[config.mk]
export PLATFORM = sky130hd
export DESIGN_NAME = d_branch_resolve
export DESIGN_NICKNAME = d
export VERILOG_FILES = /design/src/rtl/d_branch_resolve.sv
export SDC_FILE = /design/constraint.sdc
export NUM_CORES = 1
export LEC_CHECK = 0
export BUFFER_PORTS_ARGS = -buffer_cell sky130_fd_sc_hd__buf_4
export CORE_ASPECT_RATIO = 0.8
export CORE_MARGIN = 2
export CORE_UTILIZATION = 35
export CTS_CLUSTER_SIZE = 8
export DETAILED_ROUTE_END_ITERATION = 6
export GPL_TIMING_DRIVEN = 0
export PLACE_DENSITY_LB_ADDON = 0.08
export SYNTH_ARGS = -nofsm -noshare
export SYNTH_HDL_FRONTEND = slang
export SYNTH_SLANG_ARGS = --single-unit
[constraint.sdc]
create_clock -name clk -period 4.8 [get_ports clk]
set_clock_uncertainty 0.2 [all_clocks]
set_input_delay 0.72 -clock clk [delete_from_list [all_inputs] [get_ports clk]]
set_output_delay 0.72 -clock clk [all_outputs]
set_load 0.02 [all_outputs]
[src/rtl/d_branch_resolve.sv]
// Decode-stage branch condition evaluation, BHT prediction/training and branch statistics.
// Latency: f_pred_taken/jump/link/mispredict are combinational; BHT and counters update on the next clk edge.
// Backpressure: none; d_valid qualifies exactly one update per instruction, a stalled stage holds d_valid low.
module d_branch_resolve #(
    parameter int WIDTH     = 32,
    parameter int BHT_DEPTH = 64,
    parameter int CTR_W     = 2,
    parameter int STAT_W    = 32
) (
    input  logic              clk,
    input  logic              reset,
    input  logic [31:0]       f_pc,
    output logic              f_pred_taken,
    input  logic              d_valid,
    input  logic [31:0]       d_pc,
    input  logic [3:0]        d_cmp_op,
    input  logic              d_pred_taken,
    input  logic [WIDTH-1:0]  rs,
    input  logic [WIDTH-1:0]  rt,
    output logic              jump,
    output logic              link,
    output logic              mispredict,
    output logic [STAT_W-1:0] branch_cnt,
    output logic [STAT_W-1:0] mispredict_cnt
);

    localparam int IDX_W = $clog2(BHT_DEPTH);

    localparam logic [3:0] OP_BEQ    = 4'd1;
    localparam logic [3:0] OP_BNE    = 4'd2;
    localparam logic [3:0] OP_BLEZ   = 4'd3;
    localparam logic [3:0] OP_BGTZ   = 4'd4;
    localparam logic [3:0] OP_BLTZ   = 4'd5;
    localparam logic [3:0] OP_BGEZ   = 4'd6;
    localparam logic [3:0] OP_BLTZAL = 4'd7;
    localparam logic [3:0] OP_BGEZAL = 4'd8;

    // Saturation limits; the reset value is the weakly-not-taken point just below the MSB.
    localparam logic [CTR_W-1:0]  CTR_MAX  = {CTR_W{1'b1}};
    localparam logic [CTR_W-1:0]  CTR_INIT = CTR_MAX >> 1;
    localparam logic [STAT_W-1:0] STAT_MAX = {STAT_W{1'b1}};

    logic [CTR_W-1:0] bht [BHT_DEPTH];

    logic [IDX_W-1:0] f_idx;
    logic [IDX_W-1:0] d_idx;
    logic [CTR_W-1:0] d_ctr;
    logic             rs_neg;
    logic             rs_zero;
    logic             rs_eq;
    logic             is_br;

    // PC bits outside the index field are intentionally ignored (aliasing is accepted).
    logic unused_pc;
    assign unused_pc = ^{f_pc[31:IDX_W+2], f_pc[1:0], d_pc[31:IDX_W+2], d_pc[1:0]};

    assign f_idx        = f_pc[IDX_W+1:2];
    assign d_idx        = d_pc[IDX_W+1:2];
    assign d_ctr        = bht[d_idx];
    assign f_pred_taken = bht[f_idx][CTR_W-1];

    // Signed comparisons reduce to sign bit, zero test and equality.
    assign rs_neg  = rs[WIDTH-1];
    assign rs_zero = (rs == '0);
    assign rs_eq   = (rs == rt);

    // Condition select and link decode; independent of d_valid.
    always_comb begin
        jump = 1'b0;
        link = 1'b0;
        case (d_cmp_op)
            OP_BEQ:    jump = rs_eq;
            OP_BNE:    jump = !rs_eq;
            OP_BLEZ:   jump = rs_neg || rs_zero;
            OP_BGTZ:   jump = !rs_neg && !rs_zero;
            OP_BLTZ:   jump = rs_neg;
            OP_BGEZ:   jump = !rs_neg;
            OP_BLTZAL: begin
                jump = rs_neg;
                link = 1'b1;
            end
            OP_BGEZAL: begin
                jump = !rs_neg;
                link = 1'b1;
            end
            default:   jump = 1'b0;
        endcase
    end

    assign is_br      = d_valid && (d_cmp_op >= OP_BEQ) && (d_cmp_op <= OP_BGEZAL);
    assign mispredict = is_br && (jump != d_pred_taken) && !reset;

    // BHT training: one saturating step on the D-stage entry per resolved branch.
    always_ff @(posedge clk) begin
        if (reset) begin
            for (int i = 0; i < BHT_DEPTH; i++) begin
                bht[i] <= CTR_INIT;
            end
        end else if (is_br) begin
            if (jump) begin
                if (d_ctr != CTR_MAX) begin
                    bht[d_idx] <= d_ctr + CTR_W'(1);
                end
            end else begin
                if (d_ctr != '0) begin
                    bht[d_idx] <= d_ctr - CTR_W'(1);
                end
            end
        end
    end

    // Saturating branch and mispredict statistics.
    always_ff @(posedge clk) begin
        if (reset) begin
            branch_cnt     <= '0;
            mispredict_cnt <= '0;
        end else begin
            if (is_br && (branch_cnt != STAT_MAX)) begin
                branch_cnt <= branch_cnt + STAT_W'(1);
            end
            if (mispredict && (mispredict_cnt != STAT_MAX)) begin
                mispredict_cnt <= mispredict_cnt + STAT_W'(1);
            end
        end
    end

endmodule

==> summary.md <==
| Metric | Value |
|---|---|
| Worst-Skew Late Latency | 450 ps |
| Distinct cells, synth | 66 |
| Number of flops mapped to enable cells by yosys | 128 |
| Worst endpoint data arrival time | 3760 ps |
| DP HPWL | 29,500 um |
| Fraction of registers with async set/reset | 0% |
| CTS root buffer | clkbuf_16 |
| Fmax | 0.214 GHz |
| Data required, critical path | 3880 ps |
| Setup violations, final | 0 |
| Grt total ovfl | 0 |
| First-pass GRT wire length | 58,400 um |
| Finished Core Util | 42.9% |
| DR WL/cell | 23.9 um |
| Synth Area in Simple Gates | 22.2% |
| CTS max path bufs | 2 |
| Gr usage total | 25.1% |
| Buffers plus inverters on the worst setup path | 3 |
| CTS tree | yes |
| Register area share after synthesis | 47.9% |
| #FFs+latches synth | 192 |
| CP max-delay cell | clkbuf_1 |
| FF-to-FF path depth | 9 |
| Clock-pin slew on the worst setup and hold paths | 80 ps |
| Crit-path cells | clkbuf_1 -> clkdlybuf4s15_2 -> mux4_2 -> mux4_2 -> mux4_2 -> buf_4 |
| Post-layout min period | 4680 ps |
| Sequential power share | 47.6% |
| Die W | 200 um |
| Max cap viols | 0 |
| Worst-Margin Slew | 1330 ps |
| Top cell type's share of synthesized area | 35.9% |
| Max IR drop VDD | 291 uV |
| Initial DRC count | 1,084 |
| Syn_area_per_cell | 9.78 um^2 |
| Final hold vios | 0 |
| Via density | 5.80 |
| CP Launch Type | input pin |
| Most numerous cell in the Yosys netlist | nand2_1 |
| Vias in the first global route | 9,062 |
| Number of top-level pins | 204 |
| CTS H-tree lvls | 4 |
| Pwr dens | 291 nW/um^2 |
| Max-slew headroom | 11.2% |
| Adder-Cell Fraction of Synth Area | 0.234% |
| CP Launch Point | f_pc[2] |
| Psw | 1.10 mW |
| Largest family of logic cells by synthesized area | simple AND/OR/NAND/NOR gates |
| Mapped Nets | 1,232 |
| DRT Wirelength | 40,400 um |
| Ys flop type | edfxtp_1 |
| Critical path capture point | f_pred_taken |
| Max Slew Vio Count | 0 |
| Worst min-delay path class | reg -> reg |
| Largest net degree at the start of global routing | 19 |
| Cell taking the most area after synthesis | edfxtp_1 |
| Clk sinks | 192 |
| R2R Path Start | bht[35][0] |
| Total negative setup slack | 0 ps |
| Levels on crit path | 6 |
| Area grow syn2layout | 21.1% |
| Area of the mapped netlist | 10,700 um^2 |
| P_int | 2.67 mW |
| Initial antenna violation count | 0 |
| Area after DPL | 12,400 um^2 |
| Total CTS buffers | 17 |
| Die Y | 160 um |
| Outcome | finished, final reports clean |
| Leakage power | 4.21 nW |
| Initial Utilization | 35.4% |
| Crit path max fanout | 10 |
| Post-route cell area | 13,000 um^2 |
| GP Congestion | 0.934 |
| Compound-Gate Fraction of Synth Area | 12.1% |
| PortBufs | 147 |
| RSZ-0062 raised after global routing | false |
| Yosys Warn Count | 0 |
| Layout cells sized above 1 | 21.7% |
| CP endpoint kind | output pin |
| Most frequent cells after synthesis | nand2_1 (169), edfxtp_1 (128), o21ai_0 (82), nor3_1 (81), dfxtp_1 (64) |
| Hold WS | 307 ps |
| Delay-heaviest family, CP | multiplexers |
| N_diodes | 0 |
| Worst Hold Launch | mispredict_cnt[25] |
| Crit-path max cell delay | 640 ps |
| Kind of critical path | in -> out |
| Clk network pwr share | 37.5% |
| Critical path's most frequent cell | mux4_2 |
| Remaining antenna violation count after routing | 0 |
| Core Area | 30,200 um^2 |
| Net count, final | 1,401 |
| R2R setup slack | 910 ps |
| Ranking of synthesized cells by area | edfxtp_1 (36%), dfxtp_1 (12%), nand2_1 (5.9%), mux4_2 (5.7%), o21ai_0 (3.8%) |
| XOR/XNOR Fraction of Synth Area | 4.66% |
| DR DRC count | 0 |
| Row Count | 57 |
| Post-route clock period utilization | 97.4% |
| Reg-to-reg endpoint | bht[50][0] |
| Syn Inst Count | 1,094 |
| Die area | 32,000 um^2 |
| Fill count | 3,039 |
| Logic pwr share | 14.9% |
| Sw frac | 29.2% |
| Vias | 9,788 |
| Mux share of post-synthesis cell area | 9.41% |
| DRT Pass-1 Iters | 6 |
[sequential cells by signal (all words and copies together), names as in the netlist]
name and flops:
bht 128, branch_cnt 32, mispredict_cnt 32
[power by group through the flow]
| stage | logic (mW) | clock network, mW | registers [mW] |
|---|---|---|---|
| detailed placement | 0.543 | 0 | 1.84 |
| global placement | 0.539 | 0 | 1.84 |
| global route | 0.587 | 1.50 | 1.80 |
| finish | 0.562 | 1.42 | 1.80 |
| floorplan | 0.293 | 0 | 1.83 |
| CTS | 0.547 | 1.43 | 1.80 |
[placed cells by master (no fill, tap or decap), drive strengths merged, types with 7 or more instances in the layout]
cell	netlist	final
buf	29	178
nand2	169	169
edfxtp	128	128
nor3	84	84
o21ai	82	82
dfxtp	64	64
clkbuf	43	62
nor2	61	61
xnor2	44	44
a21oi	43	43
nand3	28	28
mux4	27	27
nor4	26	26
inv	17	26
mux2i	23	23
nand4	22	22
or3	19	19
o31ai	16	16
mux2	15	15
and3	14	14
xor2	13	13
nor2b	12	12
a22oi	12	12
a221oi	9	9
and2	7	7
[layer usage]
layer	vias to the layer above	GRT usage (%)	wire length, um
met5	-	0	0
met3	75	5.14	4000
met4	0	9.16	1240
met1	4748	37.0	18000
met2	548	36.3	17200
li1	4417	-	-
[layout make-up]
cell class                 instances  area [um^2]  share of cell area [%]
sequential                       192         5120                    39.5
clock inverter                    13          109                   0.840
timing repair buffer             150         1140                    8.77
tap                              413          517                    3.99
buffer                            72          317                    2.44
clock buffer                      19          454                    3.50
multi-input combinational        811         5240                    40.4
inverter                          19         71.3                   0.550
[stage by stage]
stage / power, mW / setup WS [ps] / std cells
CTS: 3.78 / 155 / 1689
finish: 3.78 / 124 / 1689
global placement: 2.37 / -970 / 1654
floorplan: 2.12 / 679 / 1094
detailed placement: 2.38 / -708 / 1657
global route: 3.89 / 5.28 / 1689
[worst min-delay path by stage]
stage	endpoint	slack, ps	cells after the start
6_report	mispredict_cnt[25]	310	2
5_1_grt	branch_cnt[30]	350	2
4_1_cts	mispredict_cnt[25]	310	2
3_5_place_dp	mispredict_cnt[25]	290	2
3_3_place_gp	branch_cnt[26]	290	2
2_1_floorplan	mispredict_cnt[14]	360	2
[cells by family after synthesis]
group,Yosys count
fa+ha+maj,2
compound gates,208
flops,192
mux,65
buf+inv,91
xor+xnor,57
simple gates,479
[worst reg2reg max path: cells and delay by family, from the launching register on]
kind                   cells  cell delay, ps
AOI/OAI and AO/OA          5            1680
and+or+nand+nor            2             640
buffers and inverters      1             410
DFF                        1             360
muxes                      1             280
[what timing repair did]
item,4_1_cts,5_1_grt
endpoints found under the setup margin,121,30
setup buffers,0,0
gates cloned,0,0
hold buffers,0,0
gates resized for setup,5,1
Note: power is estimated with default switching activity, not from simulation.
